$ cat src/rtl/sprite_pkg.sv
// Shared definitions for the sprite load controller.
//   Command opcodes received over SPI, bitmap payload length,
//   controller FSM states and the 6-bit colour type.
package sprite_pkg;

  typedef logic [5:0] color_t;
  typedef logic [7:0] byte_t;

  localparam byte_t CMD_BITMAP = 8'h01;
  localparam byte_t CMD_FG     = 8'h02;
  localparam byte_t CMD_BG     = 8'h03;
  localparam byte_t CMD_CLR    = 8'h04;

  // 100 bitmap bits packed MSB-first; last byte carries only 4 valid bits
  localparam int unsigned BITMAP_BYTES = 13;

  typedef enum logic [1:0] {
    IDLE,
    WAIT_VB,
    DRAIN
  } state_t;

endpackage

$ cat src/rtl/sprite_load_ctrl_if.sv
// Pin bundle of the sprite load controller.
//   Inputs : SPI pins (spi_clk, spi_data, spi_sel_n), vblank, display_shift
//   Outputs: sprite register controls (sprite_shift, sprite_load, sprite_din),
//            active colours (fg_color, bg_color), busy, err_overrun
// slave  = controller side, master = side driving SPI/timing and observing.
interface sprite_load_ctrl_if;
  import sprite_pkg::*;

  logic   spi_clk;
  logic   spi_data;
  logic   spi_sel_n;
  logic   vblank;
  logic   display_shift;
  logic   sprite_shift;
  logic   sprite_load;
  logic   sprite_din;
  color_t fg_color;
  color_t bg_color;
  logic   busy;
  logic   err_overrun;

  modport slave (
    input  spi_clk, spi_data, spi_sel_n, vblank, display_shift,
    output sprite_shift, sprite_load, sprite_din, fg_color, bg_color,
           busy, err_overrun
  );

  modport master (
    output spi_clk, spi_data, spi_sel_n, vblank, display_shift,
    input  sprite_shift, sprite_load, sprite_din, fg_color, bg_color,
           busy, err_overrun
  );

endinterface

$ cat src/rtl/byte_fifo.sv
// Synchronous first-word-fall-through byte FIFO.
//   push/wdata : write a byte (ignored when full)
//   pop        : advance to next byte (ignored when empty)
//   flush      : discard all contents
//   rdata      : current head byte, valid whenever empty is low
//   full/empty : occupancy flags
module byte_fifo #(
  parameter int unsigned DEPTH = 16
) (
  input  logic       clk,
  input  logic       reset,
  input  logic       push,
  input  logic       pop,
  input  logic       flush,
  input  logic [7:0] wdata,
  output logic [7:0] rdata,
  output logic       full,
  output logic       empty
);
  localparam int unsigned AW = $clog2(DEPTH);

  logic [7:0]  mem [DEPTH];
  logic [AW:0] wr_ptr;
  logic [AW:0] rd_ptr;

  // extra pointer MSB tells a full ring from an empty one
  assign empty = (wr_ptr == rd_ptr);
  assign full  = (wr_ptr[AW] != rd_ptr[AW]) && (wr_ptr[AW-1:0] == rd_ptr[AW-1:0]);
  assign rdata = mem[rd_ptr[AW-1:0]];

  always_ff @(posedge clk or posedge reset) begin
    if (reset) begin
      wr_ptr <= '0;
      rd_ptr <= '0;
    end else if (flush) begin
      wr_ptr <= '0;
      rd_ptr <= '0;
    end else begin
      if (push && !full) wr_ptr <= wr_ptr + 1'b1;
      if (pop && !empty) rd_ptr <= rd_ptr + 1'b1;
    end
  end

  always_ff @(posedge clk) begin
    if (push && !full && !flush) mem[wr_ptr[AW-1:0]] <= wdata;
  end

endmodule

$ cat src/rtl/sprite_load_ctrl.sv
// Sprite load controller: shares the sprite shift register between the
// display path and an SPI host.
//   clk, reset : pixel clock, asynchronous active-high reset
//   bus.spi_*  : SPI mode 0 slave pins (asynchronous to clk)
//   bus.vblank : vertical blanking; rising edge commits colours and starts
//                a pending bitmap drain
//   bus.display_shift : display shift request, has priority over the drain
//   bus.sprite_shift/sprite_load/sprite_din : sprite register controls
//   bus.fg_color/bg_color : active colours (double buffered)
//   bus.busy, bus.err_overrun : bitmap pending/draining, sticky reject flag
module sprite_load_ctrl
  import sprite_pkg::*;
#(
  parameter int unsigned SPRITE_BITS = 100,
  parameter int unsigned FIFO_DEPTH  = 16,
  parameter color_t      FG_RESET    = 6'b111111,
  parameter color_t      BG_RESET    = 6'b010101
) (
  input logic               clk,
  input logic               reset,
  sprite_load_ctrl_if.slave bus
);
  localparam int unsigned   BW           = $clog2(SPRITE_BITS);
  localparam logic [BW-1:0] LAST_BIT     = BW'(SPRITE_BITS - 1);
  localparam logic [3:0]    LAST_PAYLOAD = 4'(BITMAP_BYTES - 1);

  // ---------------- SPI front end ----------------
  logic [1:0] sck_sync, mosi_sync, sel_sync;
  logic       sck_prev, sel_prev;
  logic       sck_rise, sel_rise, sel_low;
  byte_t      spi_byte;
  logic [2:0] bit_idx;
  logic       byte_stb;

  always_ff @(posedge clk or posedge reset) begin
    if (reset) begin
      sck_sync  <= '0;
      mosi_sync <= '0;
      sel_sync  <= '1;
      sck_prev  <= 1'b0;
      sel_prev  <= 1'b1;
    end else begin
      sck_sync  <= {sck_sync[0], bus.spi_clk};
      mosi_sync <= {mosi_sync[0], bus.spi_data};
      sel_sync  <= {sel_sync[0], bus.spi_sel_n};
      sck_prev  <= sck_sync[1];
      sel_prev  <= sel_sync[1];
    end
  end

  assign sck_rise = sck_sync[1] & ~sck_prev;
  assign sel_rise = sel_sync[1] & ~sel_prev;
  assign sel_low  = ~sel_sync[1];

  always_ff @(posedge clk or posedge reset) begin
    if (reset) begin
      spi_byte <= '0;
      bit_idx  <= '0;
      byte_stb <= 1'b0;
    end else begin
      byte_stb <= 1'b0;
      if (!sel_low) begin
        bit_idx <= '0;
      end else if (sck_rise) begin
        spi_byte <= {spi_byte[6:0], mosi_sync[1]};
        bit_idx  <= bit_idx + 1'b1;
        byte_stb <= (bit_idx == 3'd7);
      end
    end
  end

  // ---------------- command decode ----------------
  state_t     state, state_n;
  logic       have_cmd, bm_accept, bitmap_ready, err_q, busy;
  byte_t      cmd;
  logic [3:0] pay_cnt;
  logic       payload_stb, fifo_push, fifo_pop, fifo_flush, bm_done;
  logic       fg_wr, bg_wr, drain_done, drain_step;
  logic [7:0] fifo_rdata;
  logic       fifo_full, fifo_empty;

  assign busy        = bitmap_ready || (state != IDLE);
  assign payload_stb = byte_stb && have_cmd;
  assign fifo_push   = payload_stb && (cmd == CMD_BITMAP) && bm_accept;
  assign bm_done     = fifo_push && (pay_cnt == LAST_PAYLOAD);
  // a 13th byte landing together with sel rising still completes the bitmap
  assign fifo_flush  = sel_rise && bm_accept && !bm_done;
  assign fg_wr       = payload_stb && (cmd == CMD_FG) && (pay_cnt == '0);
  assign bg_wr       = payload_stb && (cmd == CMD_BG) && (pay_cnt == '0);

  always_ff @(posedge clk or posedge reset) begin
    if (reset) begin
      have_cmd     <= 1'b0;
      cmd          <= '0;
      pay_cnt      <= '0;
      bm_accept    <= 1'b0;
      bitmap_ready <= 1'b0;
      err_q        <= 1'b0;
    end else begin
      if (drain_done) bitmap_ready <= 1'b0;
      if (byte_stb && !have_cmd) begin
        have_cmd <= 1'b1;
        cmd      <= spi_byte;
        pay_cnt  <= '0;
        if (spi_byte == CMD_BITMAP) begin
          if (busy) err_q     <= 1'b1;
          else      bm_accept <= 1'b1;
        end
        if (spi_byte == CMD_CLR) err_q <= 1'b0;
      end else if (payload_stb) begin
        // saturate so surplus bytes never alias back onto payload slot 0
        if (pay_cnt != '1) pay_cnt <= pay_cnt + 1'b1;
        if (bm_done) begin
          bitmap_ready <= 1'b1;
          bm_accept    <= 1'b0;
        end
      end
      if (sel_rise) begin
        have_cmd  <= 1'b0;
        bm_accept <= 1'b0;
      end
    end
  end

  byte_fifo #(.DEPTH(FIFO_DEPTH)) u_fifo (
    .clk   (clk),
    .reset (reset),
    .push  (fifo_push),
    .pop   (fifo_pop),
    .flush (fifo_flush),
    .wdata (spi_byte),
    .rdata (fifo_rdata),
    .full  (fifo_full),
    .empty (fifo_empty)
  );

  // ---------------- colour double buffer ----------------
  logic   vb_q, vb_rise;
  color_t fg_shadow, bg_shadow, fg_q, bg_q;
  logic   fg_dirty, bg_dirty;

  assign vb_rise = bus.vblank & ~vb_q;

  always_ff @(posedge clk or posedge reset) begin
    if (reset) begin
      vb_q      <= 1'b0;
      fg_shadow <= FG_RESET;
      bg_shadow <= BG_RESET;
      fg_q      <= FG_RESET;
      bg_q      <= BG_RESET;
      fg_dirty  <= 1'b0;
      bg_dirty  <= 1'b0;
    end else begin
      vb_q <= bus.vblank;
      if (vb_rise) begin
        if (fg_dirty) fg_q <= fg_shadow;
        if (bg_dirty) bg_q <= bg_shadow;
        fg_dirty <= 1'b0;
        bg_dirty <= 1'b0;
      end
      // a write racing the commit stays pending for the next frame
      if (fg_wr) begin
        fg_shadow <= spi_byte[5:0];
        fg_dirty  <= 1'b1;
      end
      if (bg_wr) begin
        bg_shadow <= spi_byte[5:0];
        bg_dirty  <= 1'b1;
      end
    end
  end

  // ---------------- drain FSM ----------------
  logic [BW-1:0] bit_cnt;

  always_ff @(posedge clk or posedge reset) begin
    if (reset) state <= IDLE;
    else       state <= state_n;
  end

  always_comb begin
    state_n = state;
    unique case (state)
      IDLE:    if (bitmap_ready) state_n = WAIT_VB;
      WAIT_VB: if (vb_rise)      state_n = DRAIN;
      DRAIN:   if (drain_done)   state_n = IDLE;
      default: state_n = IDLE;
    endcase
  end

  always_comb begin
    drain_step       = (state == DRAIN) && !bus.display_shift;
    drain_done       = drain_step && (bit_cnt == LAST_BIT);
    // pop at each byte boundary and after the last bit (drops the pad nibble)
    fifo_pop         = drain_step && ((bit_cnt[2:0] == 3'd7) || (bit_cnt == LAST_BIT));
    bus.sprite_shift = bus.display_shift || (state == DRAIN);
    bus.sprite_load  = drain_step;
    bus.sprite_din   = drain_step ? fifo_rdata[~bit_cnt[2:0]] : 1'b0;
  end

  always_ff @(posedge clk or posedge reset) begin
    if (reset)                               bit_cnt <= '0;
    else if (state != DRAIN || drain_done)   bit_cnt <= '0;
    else if (drain_step)                     bit_cnt <= bit_cnt + 1'b1;
  end

  assign bus.fg_color    = fg_q;
  assign bus.bg_color    = bg_q;
  assign bus.busy        = busy;
  assign bus.err_overrun = err_q;

  a_no_pop_empty:  assert property (@(posedge clk) disable iff (reset) !(fifo_pop && fifo_empty));
  a_no_push_full:  assert property (@(posedge clk) disable iff (reset) !(fifo_push && fifo_full));

endmodule

$ cat src/flat_wrapper.sv
// flat-port wrapper written by rule: the top's interface ports become plain ports
module sprite_load_ctrl_flat import sprite_pkg::*;
#(
  parameter int unsigned SPRITE_BITS = 100,
  parameter int unsigned FIFO_DEPTH  = 16,
  parameter color_t      FG_RESET    = 6'b111111,
  parameter color_t      BG_RESET    = 6'b010101
)
  (clk, reset, bus_spi_clk, bus_spi_data, bus_spi_sel_n, bus_vblank, bus_display_shift, bus_sprite_shift, bus_sprite_load, bus_sprite_din, bus_fg_color, bus_bg_color, bus_busy, bus_err_overrun);
  sprite_load_ctrl_if bus_i ();
  input logic clk;
  input logic reset;
  input wire logic [$bits(bus_i.spi_clk)-1:0] bus_spi_clk;
  input wire logic [$bits(bus_i.spi_data)-1:0] bus_spi_data;
  input wire logic [$bits(bus_i.spi_sel_n)-1:0] bus_spi_sel_n;
  input wire logic [$bits(bus_i.vblank)-1:0] bus_vblank;
  input wire logic [$bits(bus_i.display_shift)-1:0] bus_display_shift;
  output wire logic [$bits(bus_i.sprite_shift)-1:0] bus_sprite_shift;
  output wire logic [$bits(bus_i.sprite_load)-1:0] bus_sprite_load;
  output wire logic [$bits(bus_i.sprite_din)-1:0] bus_sprite_din;
  output wire logic [$bits(bus_i.fg_color)-1:0] bus_fg_color;
  output wire logic [$bits(bus_i.bg_color)-1:0] bus_bg_color;
  output wire logic [$bits(bus_i.busy)-1:0] bus_busy;
  output wire logic [$bits(bus_i.err_overrun)-1:0] bus_err_overrun;
  assign bus_i.spi_clk = bus_spi_clk;
  assign bus_i.spi_data = bus_spi_data;
  assign bus_i.spi_sel_n = bus_spi_sel_n;
  assign bus_i.vblank = bus_vblank;
  assign bus_i.display_shift = bus_display_shift;
  assign bus_sprite_shift = bus_i.sprite_shift;
  assign bus_sprite_load = bus_i.sprite_load;
  assign bus_sprite_din = bus_i.sprite_din;
  assign bus_fg_color = bus_i.fg_color;
  assign bus_bg_color = bus_i.bg_color;
  assign bus_busy = bus_i.busy;
  assign bus_err_overrun = bus_i.err_overrun;
  sprite_load_ctrl #(.SPRITE_BITS(SPRITE_BITS), .FIFO_DEPTH(FIFO_DEPTH), .FG_RESET(FG_RESET), .BG_RESET(BG_RESET)) u_core (.clk(clk), .reset(reset), .bus(bus_i));
endmodule
$ cat config.mk
export PLATFORM = sky130hd
export DESIGN_NAME = sprite_load_ctrl_flat
export DESIGN_NICKNAME = d
export VERILOG_FILES = /design/src/rtl/sprite_pkg.sv /design/src/rtl/sprite_load_ctrl_if.sv /design/src/rtl/byte_fifo.sv /design/src/rtl/sprite_load_ctrl.sv /design/src/flat_wrapper.sv
export SDC_FILE = /design/constraint.sdc
export NUM_CORES = 1
export LEC_CHECK = 0
export BUFFER_PORTS_ARGS = -buffer_cell sky130_fd_sc_hd__buf_2
export CAP_MARGIN = 10
export CORE_ASPECT_RATIO = 0.75
export CORE_MARGIN = 1
export CORE_UTILIZATION = 40
export CTS_BUF_LIST = sky130_fd_sc_hd__clkbuf_8
export CTS_CLUSTER_SIZE = 24
export DETAILED_ROUTE_END_ITERATION = 8
export MAX_ROUTING_LAYER = met4
export SYNTH_ARGS = -nofsm -noshare
export SYNTH_HDL_FRONTEND = slang
export SYNTH_SLANG_ARGS = --single-unit
$ cat constraint.sdc
create_clock -name clk -period 3.4 [get_ports clk]
set_clock_uncertainty 0.15 [all_clocks]
set_input_delay 0.85 -clock clk [delete_from_list [all_inputs] [get_ports clk]]
set_output_delay 0.85 -clock clk [all_outputs]
set_load 0.1 [all_outputs]
==> Word-level counts from Yosys, hierarchy flattened <==
Memories as Yosys holds them, arrays and structs flattened.
Cells that the tools add are included.
{ "classes": {"n_addsub": 5, "mul": 0, "div": 0, "order_cmp": 1, "n_eq_ne": 21, "n_shift": 0, "muxes": 40, "bitwise": 8, "n_reduce_logical": 51} }
{ "op_table": {"columns": ["cell", "n"], "rows": [
  ["$mux 1", 24],
  ["$reduce_bool 2->1", 12],
  ["$mux 5", 4],
  ["$logic_and 1x1->1", 18],
  ["$eq 8x1->1 const B", 2],
  ["$eq 8x2->1 const B", 2],
  ["$mux 7", 2],
  ["$mux 4", 3],
  ["$add 5x1->5 const B", 2],
  ["$eq 8x3->1 const B", 1],
  ["$reduce_and 2->1", 4],
  ["$add 7x1->7 const B", 1],
  ["$eq 7x7->1 const B", 1],
  ["$eq 3x3->1 const B", 2],
  ["$logic_not 1->1", 6],
  ["$mux 2", 3],
  ["$mux 3", 2],
  ["$ne 2x1->1 const B", 3],
  ["$ne 3x2->1 const B", 2],
  ["$pmux 2 s3", 1],
  ["$reduce_and 3->1", 2],
  ["$reduce_bool 3->1", 2],
  ["$eq 5x5->1", 1],
  ["$add 4x1->4 const B", 1],
  ["17 further kinds", 25]
]} }
{ "totals": {"reg_bits": 82, "latchBits": 0, "ramBits": 128, "rom_bits": 0, "in_bits": 7, "n_memories": 1} }
{ "memory_table": {"columns": ["memory", "depth", "word_bits", "read_ports", "rd_ports_with_merged_regs", "write_ports", "line", "rtl"], "rows": [
  ["u_core.u_fifo.mem", 16, 8, 1, 0, 1, "byte_fifo.sv:22", "logic [7:0] mem [DEPTH];"]
]} }

==> Longest topological paths before layout <==
{ "depth": {"ltp_word": 10, "ltp_mapped": 9, "depth_no_buf": 8} }

==> By module <==
Synthesis repeated with hierarchy kept, for this count alone.
{ "hier_totals": {"hier_cells": 552, "hier_area_um2": 8828.5} }
{ "modules_own_cells": {"columns": ["mod", "instances", "cells_per_inst", "area_each_um2"], "rows": [
  ["byte_fifo", 1, 315, 5758.0],
  ["sprite_load_ctrl", 1, 237, 3070.4]
]} }

==> Worst setup path before layout <==
Ideal clock, no wire load.
{ "synth_path": {"path_kind": "register to output", "start": "register u_core.u_fifo.rd_ptr[0]", "end": "output port bus_sprite_din", "arrival_time_ps": 3425, "slack_ps": -1025, "stages_incl_launch_ff": 10, "path_buffers": 3, "cell_sequence": "dfrtp_1 -> clkbuf_1 -> buf_2 -> buf_2 -> mux2i_1 -> a221oi_1 -> a21oi_1 -> o41ai_1 -> a222oi_1 -> a21oi_1"} }
{ "synth_via": {"elab_chain_cells": 4} }
{ "synth_lines": {"columns": ["item", "line", "rtl"], "rows": [
  ["start, declared", "byte_fifo.sv:24", "logic [AW:0] rd_ptr;"],
  ["start signal, assigned", "byte_fifo.sv:40", "if (pop && !empty) rd_ptr <= rd_ptr + 1'b1;"],
  ["$mem_v2 16x8", null, null],
  ["$bmux 1 s3", "sprite_load_ctrl.sv:198", "bus.sprite_din = drain_step ? fifo_rdata[~bit_cnt[2:0]] : 1'b0;"],
  ["$mux 1 (implied by the code)", "sprite_load_ctrl.sv:198", null],
  ["$mux 1", "sprite_load_ctrl.sv:198", null],
  ["end, declared", "flat_wrapper.sv:20", "output wire logic [$bits(bus_i.sprite_din)-1:0] bus_sprite_din;"]
]} }
Every way passes these cells. The select of a mux whose other input is x is not followed.

==> Worst setup path after layout <==
Same ends and word-level chain as after synthesis.

==> metrics.cfg <==
[cts]
ctsHoldBuffers = 0
cts_num_sinks = 210
clock-root-buffer = clkbuf_8
cts_buffers = 34
clkTransAtPathRegs_ns = 0.07
h-tree-depth = 2
clockBufferDepth = 3
cts_tree = yes
clk_latency_ns = 0.52

[setup_path]
crit_type = flip-flop to primary output
critPathMaxFanout = 6
r2r_start = u_core.cmd[3]
cp-start-kind = flip-flop
startpoint = u_core.u_fifo.rd_ptr[0]
crit_path_end_kind = primary output
rrSetupSlack_ns = 0.49
cp_data_arrival_time_ns = 2.78
required_ns = 2.40

[global_route]
grt_max_degree = 61
grt_remaining_overflow = 0
grt_usage = 0.182
antenna_found_initial = 0
grt_pass1_vias = 5132
grt_pass1_wl_um = 29000

[status]
violations = negative setup slack
status = finished with violations

[yosys]
netlist_area_um2 = 8660
synth_compound_area_frac = 0.0494
synth_simple_gate_area_frac = 0.0752
synth-async-reset-ratio = 0.390
synth_xor_area_frac = 0.0192
synth_cell_types = 54
netlist_top_cells_count = edfxtp_1, dfrtp_1, nor2_1, mux2_2, mux2i_1
yosys_warnings = 0
ys_top_cells_by_area = edfxtp_1, dfrtp_1, dfstp_2
synth_top_area_share = 0.444
yosys.area_share.adder = 0.0159
synth_area_per_cell_um2 = 15.4
synth_ff_type = edfxtp_1
synth_most_common_cell = edfxtp_1
ys_seq_elements = 210
synth_top_cell_by_area = edfxtp_1
synth_cells = 562
ys_seq_area_frac = 0.684
synthMuxAreaShare = 0.137
synth_nets = 580
synth_edf_count = 128
synth_top_family_by_area = multiplexers

[sta]
slew_headroom = 0.284
worst_pin_slew_ns = 1.07
max_freq_mhz = 265
finalSetupViolations = 1
finalMaxSlewViolations = 0
period_minus_slack_ns = 3.78
layout_setup_ws_ns = -0.379
grt_setup_unrepaired = yes
post-route-period-util = 1.11
final-hold-violation-count = 0

[power_and_ir_drop]
powerDensity_nw_per_um2 = 551
ir_drop_uv = 196
leakage_nw = 3.94

[detailed_routing]
route.detailed.drc = 0
drt-pass1-iter-count = 5
ant_nets = 0
drt_iter0_markers = 352
vias = 5007
wl_um = 18600
wl_per_cell_um = 19.4
viasPerCell = 5.25

[floorplanning]
die_width_um = 172
dieArea_um2 = 22200
initial_core_util = 0.409
core_area_um2 = 21200
io_pins = 24
rows = 46
fp.dieH_um = 129

[final_layout]
layout-drive-gt1-share = 0.326
nets = 659
area_delta_synth_final_pct = 17.4
final_core_util = 0.480
num_antenna_cells = 0
nFillCells = 1866
fin_area_um2 = 10200

[min_path]
hold_path.startpoint = u_core.sck_sync[0]
hold_class = flip-flop to flip-flop

[place]
dp_hpwl_um = 11900
io_buffer_count = 23
gp_congestion = 0.916
placed_area_um2 = 9350

[run]
cap_violations = 0

[cells in the final DEF, fill, tap and decap left out, drive strengths merged, types with 6 or more instances in the layout]
cell / count
nor2: 47
dfstp: 21
edfxtp: 128
nor2b: 6
mux2i: 32
nand3: 7
clkbuf: 39
a221oi: 7
nand2: 32
inv: 25
mux4: 18
buf: 67
clkinv: 10
dfrtp: 61
mux2: 41
nor3: 7
o21ai: 8
xnor2: 6
xor2: 13
ha: 11
a21oi: 20
nand2b: 6
o221ai: 7
nand4: 7
[worst max-delay path, cell delays in order (launching register included)]
cell,delay [ns]
dfrtp_2,0.47
buf_12,0.16
mux4_2,0.54
mux2i_2,0.22
o32ai_2,0.11
a222oi_1,0.35
buf_4,0.18
a21oi_4,0.06
buf_12,0.17
[routing by layer]
layer,track usage,wire length [um]
met2,0.253,7980
met1,0.266,9040
met5,-,0
met4,0.0583,322
met3,0.0379,1210
[path summary, 6_finish.rpt]
kind	to	cells past startpoint
max reg2reg	u_core.u_fifo.mem[2][0]	7
max in group asynchronous	u_core.spi_byte[2]	3
min	u_core.sck_sync[1]	0
min in group asynchronous	u_core.bit_cnt[6]	2
max	bus_sprite_din	8
min reg2reg	u_core.sck_sync[1]	0
[power by group]
group,internal [W],leakage [nW],switching [W]
sequential,0.00295,2.18,0.000184
combinational,0.000121,1.38,0.000272
clock,0.00112,0.380,0.000958
total,0.00419,3.94,0.00141
[logic make-up after synthesis]
| kind of cell | Yosys count |
|---|---|
| AOI/OAI and AO/OA | 62 |
| muxes | 91 |
| buffers and inverters | 38 |
| adders and majority gates | 11 |
| and+or+nand+nor | 131 |
| DFF | 210 |
| xor gates and xnor gates | 19 |
[metrics by stage]
stage	TNS (ns)	power (W)	instances	hold slack (ns)	worst slack, ns
after floorplan	0	0.00330	562	0.181	0.0175
after global placement	-0.0121	0.00354	886	0.185	-0.0121
after detailed placement	0	0.00357	886	0.186	0.000990
after CTS	-0.397	0.00566	951	0.206	-0.397
after global routing	-0.457	0.00582	954	0.217	-0.457
final	-0.379	0.00560	954	0.203	-0.379
[repair_timing]
action                     4_1_cts  5_1_grt
setup endpoints to repair        1        1
cloned                           1        0
resized for setup               12       16
buffers inserted                 3        4
pin swaps                        1        4
[state kept, by name (all words and copies together) (netlist names), 3 cells and up]
signal,flops
u_core.bus.fg_color,6
u_core.spi_byte,8
u_core.bit_cnt,7
u_core.bg_shadow,6
u_core.bit_idx,3
u_core.u_fifo.rd_ptr,5
u_core.u_fifo.mem,128
u_core.pay_cnt,4
u_core.cmd,8
u_core.fg_shadow,6
u_core.bus.bg_color,6
u_core.u_fifo.wr_ptr,5
[final cells by class]
type / instances / area [um2] / area share
well taps: 288 / 360 / 0.0355
flip-flops and latches: 210 / 5930 / 0.583
clock buffers: 39 / 537 / 0.0528
repair buffers: 67 / 513 / 0.0505
multi-input cells: 314 / 2660 / 0.262
inverters: 14 / 53.8 / 0.00529
clock inverters: 22 / 113 / 0.0111
(Power assumes the default switching activity.)
